File: src/rtl/dl_pkg.sv
// ============================================================================
// Module      : dl_pkg
// Description : Shared types and constants for the ROM download sequencer:
//               region encoding and address map, default image size and
//               the sequencer state encoding.
// Revision    : 1.0 - initial release
// ============================================================================
`default_nettype none

package dl_pkg;

  // Region index; the one-hot write select uses this value as bit position.
  typedef enum logic [1:0] {
    REGION_PROG  = 2'd0,
    REGION_SND   = 2'd1,
    REGION_PROM  = 2'd2,
    REGION_SPARE = 2'd3
  } region_e;

  localparam logic [15:0] PROG_BASE  = 16'h0000;
  localparam logic [15:0] PROG_END   = 16'hBFFF;
  localparam logic [15:0] SND_BASE   = 16'hC000;
  localparam logic [15:0] SND_END    = 16'hCFFF;
  localparam logic [15:0] PROM_BASE  = 16'hD000;
  localparam logic [15:0] PROM_END   = 16'hD0FF;
  localparam logic [15:0] SPARE_BASE = 16'hD100;
  localparam logic [15:0] SPARE_END  = 16'hD1FF;

  localparam logic [16:0] TOTAL_SIZE_DEFAULT = 17'h0D200;
  localparam logic [16:0] COUNT_MAX          = 17'h1FFFF;

  typedef enum logic [2:0] {
    WAIT_DL = 3'd0,
    LOAD    = 3'd1,
    DRAIN   = 3'd2,
    SETTLE  = 3'd3,
    RUN     = 3'd4
  } state_e;

  function automatic logic [3:0] region_onehot(input region_e r);
    return 4'b0001 << r;
  endfunction

endpackage

`default_nettype wire

File: src/rtl/dl_region_decode.sv
// ============================================================================
// Module      : dl_region_decode
// Description : Combinational address map. Maps an image byte address onto
//               a one-hot region select and the offset inside that region.
// Ports       : addr     - image byte address
//               in_range - address falls inside one of the four regions
//               sel      - one-hot select ([0] PROG .. [3] SPARE), 0 if none
//               offset   - addr minus the region base, 0 if none
// Revision    : 1.0 - initial release
// ============================================================================
`default_nettype none

module dl_region_decode
  import dl_pkg::*;
(
  input  logic [15:0] addr,
  output logic        in_range,
  output logic [3:0]  sel,
  output logic [15:0] offset
);

  // Regions are contiguous and ascending, so an upper-bound chain suffices.
  always_comb begin
    in_range = 1'b1;
    sel      = 4'b0000;
    offset   = 16'h0000;
    if (addr <= PROG_END) begin
      sel    = region_onehot(REGION_PROG);
      offset = addr - PROG_BASE;
    end else if (addr <= SND_END) begin
      sel    = region_onehot(REGION_SND);
      offset = addr - SND_BASE;
    end else if (addr <= PROM_END) begin
      sel    = region_onehot(REGION_PROM);
      offset = addr - PROM_BASE;
    end else if (addr <= SPARE_END) begin
      sel    = region_onehot(REGION_SPARE);
      offset = addr - SPARE_BASE;
    end else begin
      in_range = 1'b0;
    end
  end

endmodule

`default_nettype wire

File: src/rtl/download_sequencer.sv
// ============================================================================
// Module      : download_sequencer
// Description : Steers a serial ROM image download into a one-entry write
//               buffer feeding a shared ROM write port, counts accepted
//               bytes, and holds the game core in reset until the download
//               has drained and a settle period has elapsed.
// Ports       : clk_sys, reset_n (async, active low)
//               dn_download/dn_wr/dn_addr/dn_data - download byte stream
//               wr_valid/wr_ready/wr_sel/wr_addr/wr_data - ROM write port
//               core_reset - reset to the game core
//               size_ok    - last download delivered exactly TOTAL_SIZE bytes
//               overflow   - sticky: a byte was dropped on a busy write port
// Revision    : 1.0 - initial release
// ============================================================================
`default_nettype none

module download_sequencer
  import dl_pkg::*;
#(
  parameter int unsigned HOLD_CYCLES = 16,
  parameter logic [16:0] TOTAL_SIZE  = TOTAL_SIZE_DEFAULT
) (
  input  logic        clk_sys,
  input  logic        reset_n,
  input  logic        dn_download,
  input  logic        dn_wr,
  input  logic [15:0] dn_addr,
  input  logic [7:0]  dn_data,
  output logic        wr_valid,
  input  logic        wr_ready,
  output logic [3:0]  wr_sel,
  output logic [15:0] wr_addr,
  output logic [7:0]  wr_data,
  output logic        core_reset,
  output logic        size_ok,
  output logic        overflow
);

  localparam int unsigned      HOLD_W    = (HOLD_CYCLES > 2) ? $clog2(HOLD_CYCLES) : 1;
  localparam logic [HOLD_W-1:0] HOLD_LAST = (HOLD_CYCLES > 0) ? HOLD_W'(HOLD_CYCLES - 1) : '0;

  state_e              state_q, state_d;
  logic                dl_prev_q;
  logic [HOLD_W-1:0]   hold_cnt_q, hold_cnt_d;
  logic [16:0]         count_q, count_d;
  logic                size_ok_q, size_ok_d;
  logic                overflow_q, overflow_d;
  logic                wr_valid_q, wr_valid_d;
  logic [3:0]          wr_sel_q, wr_sel_d;
  logic [15:0]         wr_addr_q, wr_addr_d;
  logic [7:0]          wr_data_q, wr_data_d;

  logic                dec_in_range;
  logic [3:0]          dec_sel;
  logic [15:0]         dec_offset;
  logic                dl_rise;
  logic                dl_fall;
  logic                byte_req;

  dl_region_decode u_decode (
    .addr     (dn_addr),
    .in_range (dec_in_range),
    .sel      (dec_sel),
    .offset   (dec_offset)
  );

  assign dl_rise  = dn_download & ~dl_prev_q;
  assign dl_fall  = ~dn_download & dl_prev_q;
  // A strobe in the cycle dn_download falls is still in LOAD, so it counts.
  assign byte_req = (state_q == LOAD) && dn_wr && dec_in_range;

  always_comb begin
    state_d    = state_q;
    hold_cnt_d = hold_cnt_q;
    count_d    = count_q;
    size_ok_d  = size_ok_q;
    overflow_d = overflow_q;
    wr_valid_d = wr_valid_q;
    wr_sel_d   = wr_sel_q;
    wr_addr_d  = wr_addr_q;
    wr_data_d  = wr_data_q;

    // Buffer drains on handshake; select is zeroed so it never shows stale.
    if (wr_valid_q && wr_ready) begin
      wr_valid_d = 1'b0;
      wr_sel_d   = 4'b0000;
    end

    // A byte may refill the buffer in the same cycle the old one leaves.
    if (byte_req) begin
      if (!wr_valid_q || wr_ready) begin
        wr_valid_d = 1'b1;
        wr_sel_d   = dec_sel;
        wr_addr_d  = dec_offset;
        wr_data_d  = dn_data;
        if (count_q != COUNT_MAX) begin
          count_d = count_q + 17'd1;
        end
      end else begin
        overflow_d = 1'b1;
      end
    end

    case (state_q)
      WAIT_DL, RUN: begin
        if (dl_rise) begin
          state_d    = LOAD;
          count_d    = '0;
          size_ok_d  = 1'b0;
          overflow_d = 1'b0;
        end
      end
      LOAD: begin
        if (dl_fall) begin
          state_d = DRAIN;
        end
      end
      DRAIN: begin
        // No bytes are accepted here, so count_q is already final.
        if (!wr_valid_q) begin
          state_d    = SETTLE;
          hold_cnt_d = '0;
          size_ok_d  = (count_q == TOTAL_SIZE);
        end
      end
      SETTLE: begin
        if (hold_cnt_q == HOLD_LAST) begin
          state_d = RUN;
        end else begin
          hold_cnt_d = hold_cnt_q + 1'b1;
        end
      end
      default: begin
        state_d = WAIT_DL;
      end
    endcase
  end

  always_ff @(posedge clk_sys or negedge reset_n) begin
    if (!reset_n) begin
      state_q    <= WAIT_DL;
      dl_prev_q  <= 1'b0;
      hold_cnt_q <= '0;
      count_q    <= '0;
      size_ok_q  <= 1'b0;
      overflow_q <= 1'b0;
      wr_valid_q <= 1'b0;
      wr_sel_q   <= 4'b0000;
      wr_addr_q  <= 16'h0000;
      wr_data_q  <= 8'h00;
    end else begin
      state_q    <= state_d;
      dl_prev_q  <= dn_download;
      hold_cnt_q <= hold_cnt_d;
      count_q    <= count_d;
      size_ok_q  <= size_ok_d;
      overflow_q <= overflow_d;
      wr_valid_q <= wr_valid_d;
      wr_sel_q   <= wr_sel_d;
      wr_addr_q  <= wr_addr_d;
      wr_data_q  <= wr_data_d;
    end
  end

  assign wr_valid   = wr_valid_q;
  assign wr_sel     = wr_sel_q;
  assign wr_addr    = wr_addr_q;
  assign wr_data    = wr_data_q;
  assign size_ok    = size_ok_q;
  assign overflow   = overflow_q;
  // Core is released only in RUN; leaving RUN re-asserts it next cycle.
  assign core_reset = (state_q != RUN);

endmodule

`default_nettype wire

File: config.mk
export PLATFORM = sky130hd
export DESIGN_NAME = download_sequencer
export DESIGN_NICKNAME = d
export VERILOG_FILES = /design/src/rtl/dl_pkg.sv /design/src/rtl/dl_region_decode.sv /design/src/rtl/download_sequencer.sv
export SDC_FILE = /design/constraint.sdc
export NUM_CORES = 1
export LEC_CHECK = 0
export ABC_AREA = 1
export ABC_CLOCK_PERIOD_IN_PS = 3900
export BUFFER_PORTS_ARGS = -buffer_cell sky130_fd_sc_hd__buf_2
export CAP_MARGIN = 0
export CORE_AREA = 4 4 125 127
export DETAILED_ROUTE_END_ITERATION = 8
export DIE_AREA = 0 0 129 131
export GPL_TIMING_DRIVEN = 0
export PLACE_DENSITY_LB_ADDON = 0.12
export SETUP_SLACK_MARGIN = 0.02
export SLEW_MARGIN = 30
export SYNTH_ARGS = -nofsm -noshare
export SYNTH_HDL_FRONTEND = slang
export SYNTH_HIERARCHICAL = 1
export SYNTH_SLANG_ARGS = --single-unit
File: constraint.sdc
create_clock -name clk_sys -period 3.9 [get_ports clk_sys]
set_clock_uncertainty 0.2 [all_clocks]
set_input_delay 0.39 -clock clk_sys [delete_from_list [all_inputs] [get_ports clk_sys]]
set_output_delay 0.39 -clock clk_sys [all_outputs]
set_load 0.02 [all_outputs]
==> metrics.txt <==
# TYPE chip_impl_metric gauge
chip_impl_metric{name="cts.sinks",unit=""} 56
chip_impl_info{name="most_used_cells_in_the_layout_excluding_fill_and_tap_cells",value="nand2_1 (184), buf_2 (64), inv_1 (59)"} 1
chip_impl_metric{name="clock.fmax",unit="MHz"} 382
chip_impl_metric{name="synthToLayoutAreaGrowth",unit="%"} 20.4
chip_impl_metric{name="multiInputGateArea",unit="mm²"} 0.00183
chip_impl_metric{name="number_of_library_cell_types_mapped_by_synthesis",unit=""} 35
chip_impl_metric{name="drc_errors",unit=""} 0
chip_impl_metric{name="floorplan.die.height",unit="µm"} 131
chip_impl_metric{name="layoutNonFillerInstCount",unit=""} 751
chip_impl_metric{name="xor_xnor_fraction_of_synth_area",unit="%"} 1.23
chip_impl_info{name="timing.hold.worst.class",value="primary input to register"} 1
chip_impl_metric{name="tritoncts.num_buffers",unit=""} 5
chip_impl_info{name="synth_top_flop_cell",value="dfrtp_1"} 1
chip_impl_info{name="critPathCaptureType",value="register"} 1
chip_impl_metric{name="fp.dieArea",unit="mm²"} 0.0169
chip_impl_metric{name="worst_ep_required_time",unit="ps"} 3900
chip_impl_info{name="cts_tree",value="done"} 1
chip_impl_metric{name="final_hold_viol_count",unit=""} 0
chip_impl_metric{name="wl_per_cell",unit="µm"} 12.6
chip_impl_metric{name="dr.first_iter.drc_count",unit=""} 188
chip_impl_metric{name="finalWeightedCongestion",unit=""} 0.782
chip_impl_metric{name="placed_inst_area",unit="mm²"} 0.00411
chip_impl_metric{name="power.ir.vdd_worst",unit="V"} 0.000213
chip_impl_metric{name="post_cts_buffers",unit=""} 0
chip_impl_info{name="run_status",value="finished, final reports clean"} 1
chip_impl_info{name="grt_setup_unrepaired",value="false"} 1
chip_impl_metric{name="synthesis.area_per_instance",unit="µm²"} 7.17
chip_impl_metric{name="finish.instance_area",unit="mm²"} 0.00428
chip_impl_metric{name="power.switching",unit="µW"} 1040
chip_impl_metric{name="clock_tree.buffer_depth",unit=""} 2
chip_impl_metric{name="synth.cell_area",unit="mm²"} 0.00355
chip_impl_metric{name="worstMarginPinSlew",unit="ps"} 463
chip_impl_metric{name="synthAdderAreaFrac",unit="%"} 4.22
chip_impl_metric{name="buffer_ports.inserted",unit=""} 60
chip_impl_metric{name="fill_cells",unit=""} 1637
chip_impl_metric{name="fraction_of_the_mapped_netlist_area_in_compound_gates",unit="%"} 5.95
chip_impl_metric{name="netlist_instances",unit=""} 496
chip_impl_metric{name="start_util",unit="%"} 24.6
chip_impl_metric{name="regToRegSetupSlack",unit="ps"} 2070
chip_impl_metric{name="worst_skew_pair.late_latency",unit="ps"} 310
chip_impl_metric{name="synth_top_cell_area_share",unit="%"} 39.4
chip_impl_metric{name="cts.repair.resized",unit=""} 0
chip_impl_metric{name="power_per_cell_area",unit="mW/mm²"} 562
chip_impl_info{name="cts_root_buf",value="clkbuf_16"} 1
chip_impl_metric{name="worst_slew_margin_rel",unit="%"} 69.2
chip_impl_metric{name="coreArea",unit="mm²"} 0.0144
chip_impl_info{name="synthDominantAreaCellType",value="dfrtp_1"} 1
chip_impl_metric{name="maximum_number_of_pins_on_one_net_before_global_route_repair",unit=""} 39
chip_impl_metric{name="number_of_global_route_vias_before_repair",unit=""} 3076
chip_impl_metric{name="antennaDiodeCount",unit=""} 0
chip_impl_metric{name="post-place-cells",unit=""} 741
chip_impl_metric{name="dp_hpwl",unit="µm"} 7350
chip_impl_info{name="synth_top_family_by_area",value="simple AND/OR/NAND/NOR gates"} 1
chip_impl_metric{name="detail-route-antenna-nets",unit=""} 0
chip_impl_metric{name="swShare",unit="%"} 43.1
chip_impl_info{name="synth_area_leaders",value="dfrtp_1 (39%), nand2_1 (19%), inv_1 (6.2%)"} 1
chip_impl_metric{name="grt_antenna_before_repair",unit=""} 0
chip_impl_metric{name="cell_internal_pwr",unit="µW"} 1370
chip_impl_info{name="timing.critical_path.from_type",value="primary input"} 1
chip_impl_metric{name="grt_util_all_layers",unit="%"} 11.9
chip_impl_metric{name="regArea",unit="mm²"} 0.00140
chip_impl_info{name="timing_worst_setup_path_type",value="primary input to register"} 1
chip_impl_metric{name="path_clk_slew",unit="ps"} 80
chip_impl_metric{name="period_minus_slack",unit="ps"} 2620
chip_impl_metric{name="totalNegativeSetupSlack",unit="ps"} 0
chip_impl_metric{name="post_route_cells_drive_above_1_share",unit="%"} 21.2
chip_impl_metric{name="final_nets",unit=""} 607
chip_impl_metric{name="yosysSeqAreaShare",unit="%"} 39.4
chip_impl_metric{name="cp_max_fo",unit=""} 10
chip_impl_metric{name="power_frac_seq",unit="%"} 37.7
chip_impl_metric{name="routed_via_density",unit=""} 4.22
chip_impl_metric{name="max_cap_violations",unit=""} 0
chip_impl_metric{name="clock_power_share",unit="%"} 20.3
chip_impl_metric{name="synth-edff-count",unit=""} 0
chip_impl_metric{name="drv_slew",unit=""} 0
chip_impl_metric{name="combPwrFrac",unit="%"} 42.0
chip_impl_metric{name="wl",unit="µm"} 9490
chip_impl_metric{name="synth.mux.area_fraction",unit="%"} 0.282
chip_impl_info{name="mostFrequentLayoutCell",value="nand2_1"} 1
chip_impl_metric{name="first_pass_grt_wire_length",unit="µm"} 15800
chip_impl_metric{name="warnings_from_yosys",unit=""} 6
chip_impl_metric{name="die_width",unit="µm"} 129
chip_impl_metric{name="num_io_pins",unit=""} 61
chip_impl_metric{name="worst_ep_arrival_time",unit="ps"} 2620
chip_impl_metric{name="total_leakage_power",unit="µW"} 0.00233
chip_impl_metric{name="synthArstFlopShare",unit="%"} 100
chip_impl_metric{name="hold_buffers",unit=""} 2
chip_impl_metric{name="synth_seq_cells",unit=""} 56
chip_impl_metric{name="setup_viol",unit=""} 0
chip_impl_metric{name="number_of_iterations_in_the_first_detailed_routing_pass",unit=""} 4
chip_impl_metric{name="yosys.area_share.simple",unit="%"} 39.7
chip_impl_metric{name="htree_num_levels",unit=""} 2
chip_impl_metric{name="via_count",unit=""} 3166
chip_impl_metric{name="std_cell_rows",unit=""} 44
chip_impl_metric{name="post-route-period-util",unit="%"} 67.1
chip_impl_metric{name="syn_nets",unit=""} 537
chip_impl_metric{name="grt-ovfl-total",unit=""} 0
power groups by stage:
stage / sequential, µW / combinational (µW) / clock (µW)
6_report: 906 / 1010 / 489
2_1_floorplan: 1070 / 513 / 0
5_1_grt: 937 / 1150 / 537
3_3_place_gp: 912 / 1020 / 0
4_1_cts: 909 / 1040 / 515
3_5_place_dp: 918 / 1030 / 0
layer usage:
metal | wire length (µm) | GRT usage (%)
met5 | 0 | 0
met4 | 116 | 3.34
met3 | 287 | 2.48
met2 | 4800 | 20.9
met1 | 4280 | 14.8
cells by family (layout without fill, tap and decap cells):
kind of cell             Yosys count  in the layout
XOR/XNOR                           5              5
AND/OR/NAND/NOR                  308            308
AO/OA/AOI/OAI                     35             35
flip-flops                        56             56
adder cells (fa/ha/maj)           12             12
multiplexers                       1              1
buffers and inverters             79            150
path summary, 6_finish.rpt:
check	start	to	cells past startpoint
setup / recovery	dn_addr[13]	wr_addr[10]	16
hold / removal	dn_data[4]	wr_data[4]	3
setup reg to reg	count_q[1]	count_q[12]	9
hold reg to reg	wr_addr[1]	wr_addr[1]	2
max in group asynchronous	reset_n	count_q[3]	3
min in group asynchronous	reset_n	hold_cnt_q[3]	2
sequential cells by signal, indices dropped and copies added, names as in the netlist:
name        cells
size_ok         1
hold_cnt_q      4
dl_prev_q       1
wr_valid        1
wr_data         8
wr_sel          4
state_q         3
wr_addr        16
count_q        17
overflow        1
layout make-up:
type / count / share of cell area, %
Tap cell: 184 / 5.38
Multi-Input combinational cell: 361 / 42.6
Clock buffer: 6 / 3.24
Inverter: 70 / 6.20
Clock inverter: 2 / 0.322
Buffer: 9 / 1.46
Sequential cell: 56 / 32.7
Timing Repair Buffer: 63 / 8.01
synth_stat cells (all sizes together), types with 2 or more instances:
cell / number
nand2: 191
inv: 68
nor2: 66
dfrtp: 56
nand3: 34
o21ai: 16
a21oi: 14
ha: 12
buf: 8
nand4: 7
nand3b: 5
nor3: 5
xor2: 4
a31oi: 2
clkinv: 2
per-stage QoR:
| stage | utilization (%) | hold WS [ps] | worst slack [ps] | total power [µW] |
|---|---|---|---|---|
| detailed placement | 28.5 | 95.5 | 930 | 1950 |
| floorplan | - | -106 | 1560 | 1590 |
| finish | 29.7 | 71.6 | 1280 | 2400 |
| CTS | 29.7 | 65.5 | 1250 | 2460 |
| global placement | 28.3 | 259 | 968 | 1930 |
| global route | 29.7 | 71.2 | 1090 | 2620 |
critical path: stages:
cell and delay [ps]:
buf_2 130, inv_1 160, ha_1 200, nand2_1 60
inv_1 110, nand3_4 90, o21ai_4 260, inv_2 110
nand3_2 140, nand2_1 70, inv_1 120, nand3_4 160
buf_2 240, buf_2 230, nand2_1 90, nand2_1 60
Note: power is estimated with default switching activity, not from simulation.
